[config.mk]
export PLATFORM = sky130hd
export DESIGN_NAME = seq_addsub
export DESIGN_NICKNAME = d
export VERILOG_FILES = /design/src/rtl/addsub_pkg.sv /design/src/rtl/addsub_slice.sv /design/src/rtl/seq_addsub.sv
export SDC_FILE = /design/constraint.sdc
export NUM_CORES = 1
export LEC_CHECK = 0
export CAP_MARGIN = 40
export CORE_MARGIN = 5
export CORE_UTILIZATION = 35
export DETAILED_ROUTE_END_ITERATION = 6
export GPL_TIMING_DRIVEN = 0
export MAX_ROUTING_LAYER = met4
export PLACE_DENSITY = 0.55
export SLEW_MARGIN = 20
export SYNTH_ARGS = -nofsm -noshare
export SYNTH_HDL_FRONTEND = slang
export SYNTH_HIERARCHICAL = 1
export SYNTH_SLANG_ARGS = --single-unit
[constraint.sdc]
create_clock -name clk -period 3.52 [get_ports clk]
set_clock_uncertainty 0.05 [all_clocks]
set_input_delay 0.352 -clock clk [delete_from_list [all_inputs] [get_ports clk]]
set_output_delay 0.352 -clock clk [all_outputs]
set_load 0.1 [all_outputs]
[src/rtl/addsub_pkg.sv]
// Shared definitions for the sequential adder/subtractor.
//   state_t : FSM state encoding (IDLE=0, RUN=1, DONE=2)
//   clog2   : ceiling log2, used to size the slice counter
package addsub_pkg;

    typedef enum logic [1:0] {
        IDLE = 2'd0,
        RUN  = 2'd1,
        DONE = 2'd2
    } state_t;

    function automatic int unsigned clog2(input int unsigned v);
        int unsigned r;
        r = 0;
        for (int unsigned i = 0; i < 32; i++) begin
            if ((32'd1 << i) < v) begin
                r = i + 1;
            end
        end
        return r;
    endfunction

endpackage

[src/rtl/addsub_slice.sv]
// Combinational SLICE-bit ripple-carry adder built from full-adder cells.
//   a, b  : slice operands
//   cin   : carry into bit 0
//   s     : slice sum
//   cout  : carry out of the slice MSB
//   cmsb  : carry into the slice MSB (overflow detection on the top slice)
module addsub_slice #(
    parameter int unsigned SLICE = 4
) (
    input  logic [SLICE-1:0] a,
    input  logic [SLICE-1:0] b,
    input  logic             cin,
    output logic [SLICE-1:0] s,
    output logic             cout,
    output logic             cmsb
);

    logic [SLICE:0] c;

    assign c[0] = cin;

    for (genvar i = 0; i < SLICE; i++) begin : g_fa
        assign s[i]   = a[i] ^ b[i] ^ c[i];
        assign c[i+1] = (a[i] & b[i]) | (c[i] & (a[i] ^ b[i]));
    end

    assign cout = c[SLICE];
    assign cmsb = c[SLICE-1];

endmodule

[src/rtl/seq_addsub.sv]
// Multi-cycle adder/subtractor: one SLICE-bit ripple slice per clock with a
// registered inter-slice carry. Subtraction is a + ~b + 1.
//   clk, rst       : clock, asynchronous active-high reset
//   start          : request operation (sampled in IDLE or DONE only)
//   sub            : 0 = add, 1 = subtract (latched with operands)
//   a, b           : operands (latched on the accepting edge)
//   busy           : slices being processed
//   done           : one-cycle pulse, result valid from this cycle on
//   s, cout, ovf   : result, carry out of MSB, two's-complement overflow
//   zero           : s == 0
module seq_addsub
    import addsub_pkg::*;
#(
    parameter int unsigned WIDTH = 16,
    parameter int unsigned SLICE = 4
) (
    input  logic             clk,
    input  logic             rst,
    input  logic             start,
    input  logic             sub,
    input  logic [WIDTH-1:0] a,
    input  logic [WIDTH-1:0] b,
    output logic             busy,
    output logic             done,
    output logic [WIDTH-1:0] s,
    output logic             cout,
    output logic             ovf,
    output logic             zero
);

    localparam int unsigned NSLICE = WIDTH / SLICE;
    localparam int unsigned CW     = (NSLICE > 1) ? clog2(NSLICE) : 1;

    state_t           state, state_nxt;
    logic [WIDTH-1:0] areg, breg, acc, acc_nxt;
    logic             carry;
    logic [CW-1:0]    cnt;
    logic             accept, last;

    logic [SLICE-1:0] a_parts [NSLICE];
    logic [SLICE-1:0] b_parts [NSLICE];
    logic [SLICE-1:0] a_sl, b_sl, sum_sl;
    logic             c_out, c_msb;

    always_comb accept = start && (state == IDLE || state == DONE);
    always_comb last   = (cnt == CW'(NSLICE - 1));

    // Slice k of the operands is picked by the counter; the slice sum is
    // written back into the same bit range of the accumulator.
    for (genvar k = 0; k < NSLICE; k++) begin : g_sel
        assign a_parts[k] = areg[k*SLICE +: SLICE];
        assign b_parts[k] = breg[k*SLICE +: SLICE];
        assign acc_nxt[k*SLICE +: SLICE] =
            (cnt == CW'(k)) ? sum_sl : acc[k*SLICE +: SLICE];
    end

    assign a_sl = a_parts[cnt];
    assign b_sl = b_parts[cnt];

    addsub_slice #(
        .SLICE(SLICE)
    ) u_slice (
        .a    (a_sl),
        .b    (b_sl),
        .cin  (carry),
        .s    (sum_sl),
        .cout (c_out),
        .cmsb (c_msb)
    );

    always_ff @(posedge clk or posedge rst) begin
        if (rst) begin
            state <= IDLE;
        end else begin
            state <= state_nxt;
        end
    end

    always_comb begin
        state_nxt = state;
        case (state)
            IDLE:    if (start) state_nxt = RUN;
            RUN:     if (last)  state_nxt = DONE;
            DONE:    state_nxt = start ? RUN : IDLE;
            default: state_nxt = IDLE;
        endcase
    end

    always_ff @(posedge clk or posedge rst) begin
        if (rst) begin
            areg  <= '0;
            breg  <= '0;
            acc   <= '0;
            carry <= 1'b0;
            cnt   <= '0;
            busy  <= 1'b0;
            done  <= 1'b0;
            s     <= '0;
            cout  <= 1'b0;
            ovf   <= 1'b0;
            zero  <= 1'b1;
        end else begin
            busy <= (state_nxt == RUN);
            done <= (state == RUN) && last;
            if (accept) begin
                areg  <= a;
                breg  <= b ^ {WIDTH{sub}};
                carry <= sub;
                cnt   <= '0;
            end else if (state == RUN) begin
                acc   <= acc_nxt;
                carry <= c_out;
                cnt   <= cnt + CW'(1);
                // Outputs take the completed accumulator including the
                // slice being summed on this edge.
                if (last) begin
                    s    <= acc_nxt;
                    cout <= c_out;
                    ovf  <= c_msb ^ c_out;
                    zero <= (acc_nxt == '0);
                end
            end
        end
    end

endmodule

==> summary.txt, run 1 <==
Run
  – Max-cap violations: 0

Drt
  – Routed wl met3: 237 um
  – Drt wl/cell: 13.3 um
  – M1 WL: 3480 um
  – Final ANT Viol Nets: 0
  – Max Used Layer: met4
  – Initial DRT Pass Iterations: 4
  – Number of remaining DRC errors: 0
  – Final wirelength: 7330 um
  – Routed vias/inst: between 4 and 5
  – Drt first-iter violations: roughly 110
  – Met2 wire length: 3490 um
  – Via count of the routed design: 2,483

Floorplanning
  – Die Area: 12,300 um^2
  – Die W: 111 um
  – FP Rows: 36
  – Io pins: 57
  – Chip Height: around 110 um
  – Starting density of the core: between 30% and 40%
  – Core area: 9860 um^2

Synth
  – Most frequent cell after synthesis: nand2_1
  – Ys Warns: 6
  – Syn avg cell area: 11.0 um^2
  – Top_reg_cell synth: dfrtp_1
  – Ys async rst share: 100%
  – Mapped Area: ~3600 um^2
  – Syn Nets: between 300 and 400
  – Post-synthesis cell type count: 30
  – Number of synthesized flops with an enable pin: 0
  – Yosys top cell area share: 51.4%
  – Instance count of the mapped netlist: 323
  – Dominant cell type by area after synthesis: dfrtp_1
  – Seq/Total Area, Yosys: between 50% and 60%
  – Synth cell count leaders: nand2_1, dfrtp_1, o21ai_0, mux2_2, xnor2_1
  – Yosys reg bits: 74
  – Area contributors post-synth: dfrtp_1, nand2_1, mux2_2, mux4_2, o21ai_0

STA
  – Final Setup Violations: 0
  – Hold Violations, Final: 0
  – Tcrit/Tclk final: 96.6%
  – Worst slew pin tran: 0.483 ns
  – Fmax: ~290 MHz
  – Setup ws final: 0.118 ns
  – RSZ-0062 raised after global routing: true
  – Max-slew headroom: between 60 and 70%
  – Max Slew Vio Count: 0
  – Fin crit period: 3.40 ns

Clocking
  – H-tree depth: 3
  – Clock sinks: 74
  – CTS Buf Count: 9
  – Clock transition at path regs: ~0.080 ns
  – CTS max path bufs: 2
  – CTS tree: yes
  – Clock root cell: clkbuf_8
  – Cts hold-fix bufs: 0
  – Worst-Skew Late Latency: 0.35 ns

Setup path
  – Setup crit start: cnt[0]$_DFFE_PP0P_
  – CP Class: flop to flop
  – Crit-path max FO: 10
  – Reg2Reg Launch Point: cnt[0]$_DFFE_PP0P_
  – Type of element capturing the critical path: flop
  – Worst setup path endpoint: zero$_DFFE_PP1P_
  – R2R depth: 13
  – Reg2reg end: zero$_DFFE_PP1P_
  – Worst Path Arrival: 3.61 ns
  – FF-to-FF setup slack: 0.12 ns
  – Startpoint types: flop
  – Crit path required time: between 3 and 4 ns

Place
  – Pre-CTS worst setup slack: -0.312 ns
  – Final GP Congestion: 0.756
  – I/O Buffers: 55
  – Post-DP Area: 4620 um^2
  – Final HPWL DP: 5440 um

Global route
  – Global Route Usage Sum: 13.3%
  – Grt total ovfl: 0
  – Largest net degree at the start of global routing: 43
  – First-pass GRT wire length: between 10,000 and 15,000 um
  – Vias in the first global route: 2,580
  – Antenna violations before repair: 0

Finish
  – # diodes: 0
  – Final Util: between 40% and 50%
  – Finished Cell Area: 4850 um^2
  – Fin nets: 460
  – Fraction of layout cells with a size suffix above 1: 21.7%
  – Synthesis-to-layout area growth: 36.2%

Outcome
  – Status: finished, final reports clean

Hold path
  – Min-delay worst type: primary input to asynchronous set/reset pin
-- worst min-delay path by stage --
| stage | to | slack, ns | startpoint |
|---|---|---|---|
| after floorplan | areg[10]$_DFFE_PP0P_ | 0.39 | areg[10]$_DFFE_PP0P_ |
| after global placement | areg[12]$_DFFE_PP0P_ | 0.41 | areg[12]$_DFFE_PP0P_ |
| after detailed placement | areg[15]$_DFFE_PP0P_ | 0.41 | areg[15]$_DFFE_PP0P_ |
| after CTS | s[2]$_DFFE_PP0P_ | 0.31 | rst |
| after global routing | s[0]$_DFFE_PP0P_ | 0.35 | rst |
| final | s[2]$_DFFE_PP0P_ | 0.31 | rst |
-- final cells by class --
| cell class | count | area, um^2 |
|---|---|---|
| Clock inverter | 7 | 53.8 |
| Buffer | 24 | 186 |
| Fill cell | 917 | 5020 |
| Inverter | 13 | 51.3 |
| Clock buffer | 9 | 124 |
| Multi-Input combinational cell | 212 | 1490 |
| Timing Repair Buffer | 81 | 916 |
| Sequential cell | 74 | 1850 |
| Tap cell | 133 | 166 |
-- critical path, stage by stage, from the launching register on --
cell	delay [ns]
dfrtp_2	0.40
buf_12	0.12
mux4_2	0.51
fa_1	0.42
inv_1	0.08
fa_2	0.19
fa_1	0.18
inv_1	0.08
fa_1	0.44
buf_6	0.16
nor4_4	0.16
mux2_4	0.19
o2111ai_1	0.12
o41ai_2	0.21
-- per-layer routing --
metal  vias up  GRT usage (%)
met1      1175           17.5
li1       1246              -
met3        12           2.51
met5         -              -
met2        50           20.3
met4         0           5.17
-- cell families (layout without fill, tap and decap cells) --
family	Yosys count	after routing	share of synthesized area, %
fa+ha+maj	9	9	4.01
buf+inv	37	134	6.09
xor+xnor	17	17	4.19
flops	74	74	52.1
mux	42	42	15.3
compound gates	41	41	6.37
simple gates	103	103	12.0
-- what timing repair did --
action,CTS,global route
setup buffers,4,0
endpoints found under the setup margin,1,1
resized for setup,5,1
pin swaps,1,0
-- flip-flops by register name (all words and copies together), names as in the netlist --
name / count
acc: 16
areg: 16
breg: 16
busy: 1
carry: 1
cnt: 2
cout: 1
done: 1
ovf: 1
s: 16
state: 2
zero: 1
-- layout by cell type (no fill, tap or decap), drive strengths merged, types with 2 or more instances in the layout --
| cell | n |
|---|---|
| buf | 41 |
| clkbuf | 18 |
| clkdlybuf4s50 | 55 |
| clkinv | 3 |
| clkinvlp | 3 |
| dfrtp | 73 |
| fa | 4 |
| ha | 5 |
| inv | 14 |
| mux2 | 18 |
| mux2i | 16 |
| mux4 | 8 |
| nand2 | 88 |
| nand2b | 2 |
| nor2 | 4 |
| nor2b | 2 |
| nor3 | 2 |
| nor4 | 4 |
| o21ai | 35 |
| o22ai | 2 |
| xnor2 | 17 |
-- stage by stage --
| step | cells | TNS [ns] | hold slack (ns) |
|---|---|---|---|
| 3_3_place_gp | 511 | -2.00 | 0.406 |
| 5_1_grt | 553 | -0.0528 | 0.350 |
| 4_1_cts | 553 | 0 | 0.315 |
| 3_5_place_dp | 533 | -0.312 | 0.412 |
| 2_1_floorplan | 323 | 0 | 0.390 |
| 6_report | 553 | 0 | 0.307 |
Power of run 1 is left out: the tool's default activity adds up to more than one toggle a clock period on the data nets, which glitch-free logic cannot reach.
==> run 2: changes to the inputs <==
--- a/config.mk
+++ b/config.mk
@@ -5,7 +5,7 @@
 export SDC_FILE = /design/constraint.sdc
 export NUM_CORES = 1
 export LEC_CHECK = 0
-export CAP_MARGIN = 40
+export CAP_MARGIN = 20
 export CORE_MARGIN = 5
 export CORE_UTILIZATION = 35
 export DETAILED_ROUTE_END_ITERATION = 6
@@ -17,3 +17,4 @@
 export SYNTH_HDL_FRONTEND = slang
 export SYNTH_HIERARCHICAL = 1
 export SYNTH_SLANG_ARGS = --single-unit
+export TNS_END_PERCENT = 100
==> run 2 against run 1 <==
Worst hold slack better by 0.0077 ns. Critical endpoint unchanged. Final area down 4.3%. Via count down 3.1%. Sequential share of layout area up 1.7 points.
==> summary.txt, run 2 (synthesis results as in run 1) <==
Drt
  – Met2 wire length: 3480 um (-0.26%)
  – Final wirelength: 7260 um (-1.0%)
  – Drt first-iter violations: 57 (-46%)
  – Via count of the routed design: 2,405 (-3.1%)
  – Initial DRT Pass Iterations: 7 (+3)
  – Max Used Layer: met4
  – Number of remaining DRC errors: 0 (unchanged)
  – Routed vias/inst: 4.50 (+0.12%)
  – Routed wl met3: 301 um (+27%)
  – Drt wl/cell: 13.6 um (+2.3%)
  – M1 WL: 3420 um (-1.9%)
  – Final ANT Viol Nets: 0 (unchanged)

Hold path
  – Min-delay worst type: primary input to asynchronous set/reset pin

STA
  – Max-slew headroom: 34.6% (-33 points)
  – Fin crit period: 3.47 ns (+0.0696 ns)
  – Worst slew pin tran: 0.978 ns (+0.495 ns)
  – Hold Violations, Final: 0 (unchanged)
  – Max Slew Vio Count: 0 (unchanged)
  – Final Setup Violations: 0 (unchanged)
  – Fmax: 288 MHz (-2.0%)
  – Tcrit/Tclk final: 98.6% (+2.0 points)
  – RSZ-0062 raised after global routing: true
  – Hold WS: 0.315 ns (+0.00769 ns)

Setup path
  – Type of element capturing the critical path: flop
  – Crit path required time: 3.73 ns (about the same)
  – Worst path slowest cell: dfrtp_2
  – Worst-path cell chain: buf_12, mux4_2, fa_2, inv_2, fa_2, fa_2, inv_2, fa_1, buf_6, nor4_4, mux2_4, o2111ai_2, o41ai_2
  – Worst Path Arrival: 3.68 ns (+0.07 ns)
  – CP Class: flop to flop
  – Startpoint types: flop
  – Crit-path max FO: 5 (-5)
  – Worst path top cell family by delay: adder cells
  – Worst Path Buf+Inv: 4 (unchanged)
  – Most used cell along the critical path: fa_2
  – CP max stage delay: 0.43 ns (-0.08 ns)

Clocking
  – Clock sinks: 74 (unchanged)
  – Cts hold-fix bufs: 0 (unchanged)
  – Clock transition at path regs: 0.08 ns (about the same)
  – CTS Buf Count: 9 (unchanged)
  – CTS max path bufs: 2 (unchanged)
  – H-tree depth: 3 (unchanged)
  – Worst-Skew Late Latency: 0.34 ns (about the same)
  – CTS tree: yes
  – Clock root cell: clkbuf_8

Place
  – I/O Buffers: 55 (unchanged)
  – Post-DP Area: 4310 um^2 (-6.8%)
  – Final GP Congestion: 0.756 (unchanged)
  – Final HPWL DP: 5330 um (-2.0%)
  – DP Cell Count: 512 (-3.9%)

Global route
  – Vias in the first global route: 2,510 (-2.7%)
  – Grt total ovfl: 0 (unchanged)
  – Largest net degree at the start of global routing: 43 (unchanged)
  – Global Route Usage Sum: 13.0% (-0.26 points)
  – Antenna violations before repair: 0 (unchanged)
  – First-pass GRT wire length: 12,700 um (-2.0%)

Floorplanning
  – Io pins: 57 (unchanged)
  – Chip Height: 111 um (unchanged)
  – Die Area: 12,300 um^2 (unchanged)
  – FP Rows: 36 (unchanged)
  – Core area: 9860 um^2 (unchanged)
  – Starting density of the core: 36.1% (unchanged)
  – Die W: 111 um (unchanged)

Outcome
  – Status: finished, final reports clean

Finish
  – Final Util: 47.0% (-2.1 points)
  – Final non-filler cell total: 535 (-3.3%)
  – Commonest non-fill, non-tap cells in the layout: nand2_1, dfrtp_1, clkdlybuf4s50_1
  – Commonest non-fill, non-tap cell in the layout: nand2_1
  – Fin nets: 442 (-3.9%)
  – Finished Cell Area: 4640 um^2 (-4.3%)
  – Synthesis-to-layout area growth: 30.4%
  – # diodes: 0 (unchanged)
  – Fraction of layout cells with a size suffix above 1: 19.2% (-2.5 points)

Run
  – Max-cap violations: 0 (unchanged)
==> run 2: changes by cell type in the layout (fill, tap and decap cells not counted), sizes merged <==
cell	delta
buf	-18
bufinv	+3
clkbuf	+3
clkinv	-3
clkinvlp	-2
inv	-1
==> run 2: through the flow <==
stage	setup TNS, ns	setup slack [ns]
2_1_floorplan	0	0.0436
3_3_place_gp	-2.00	-0.270
3_5_place_dp	-0.289	-0.289
4_1_cts	0	0.0142
5_1_grt	-0.0987	-0.0987
6_report	0	0.0484
==> run 2: final cells by class <==
type,count,area [um^2]
Fill cell,949,5230
Clock buffer,12,155
Sequential cell,74,1850
Multi-Input combinational cell,212,1510
Tap cell,133,166
Buffer,24,186
Clock inverter,4,97.6
Timing Repair Buffer,63,623
Inverter,13,51.3
==> run 2: path summary, 6_finish.rpt <==
path | start | to | slack, ns | cells after the start
worst max-delay path | cnt[0]$_DFFE_PP0P_ | zero$_DFFE_PP1P_ | 0.05 | 13
worst min-delay path | rst | s[2]$_DFFE_PP0P_ | 0.31 | 2
worst max register to register | cnt[0]$_DFFE_PP0P_ | zero$_DFFE_PP1P_ | 0.05 | 13
worst min register to register | breg[3]$_DFFE_PP0P_ | breg[3]$_DFFE_PP0P_ | 0.43 | 2
max in group asynchronous | rst | cnt[0]$_DFFE_PP0P_ | 2.53 | 3
min in group clk | sub | breg[10]$_DFFE_PP0P_ | 0.38 | 3
==> run 2: layer usage <==
| layer | track usage, % | vias up |
|---|---|---|
| met3 | 3.88 | 6 |
| met1 | 16.8 | 1137 |
| met2 | 19.8 | 50 |
| met4 | 4.11 | 0 |
| li1 | - | 1212 |
| met5 | - | - |
==> run 2: what timing repair did <==
item                       in CTS  in global routing
buffers inserted                4                  3
setup endpoints to repair       1                  1
pin swaps                       0                  4
resized for setup               5                  6
Power of run 2 is left out for the same reason.
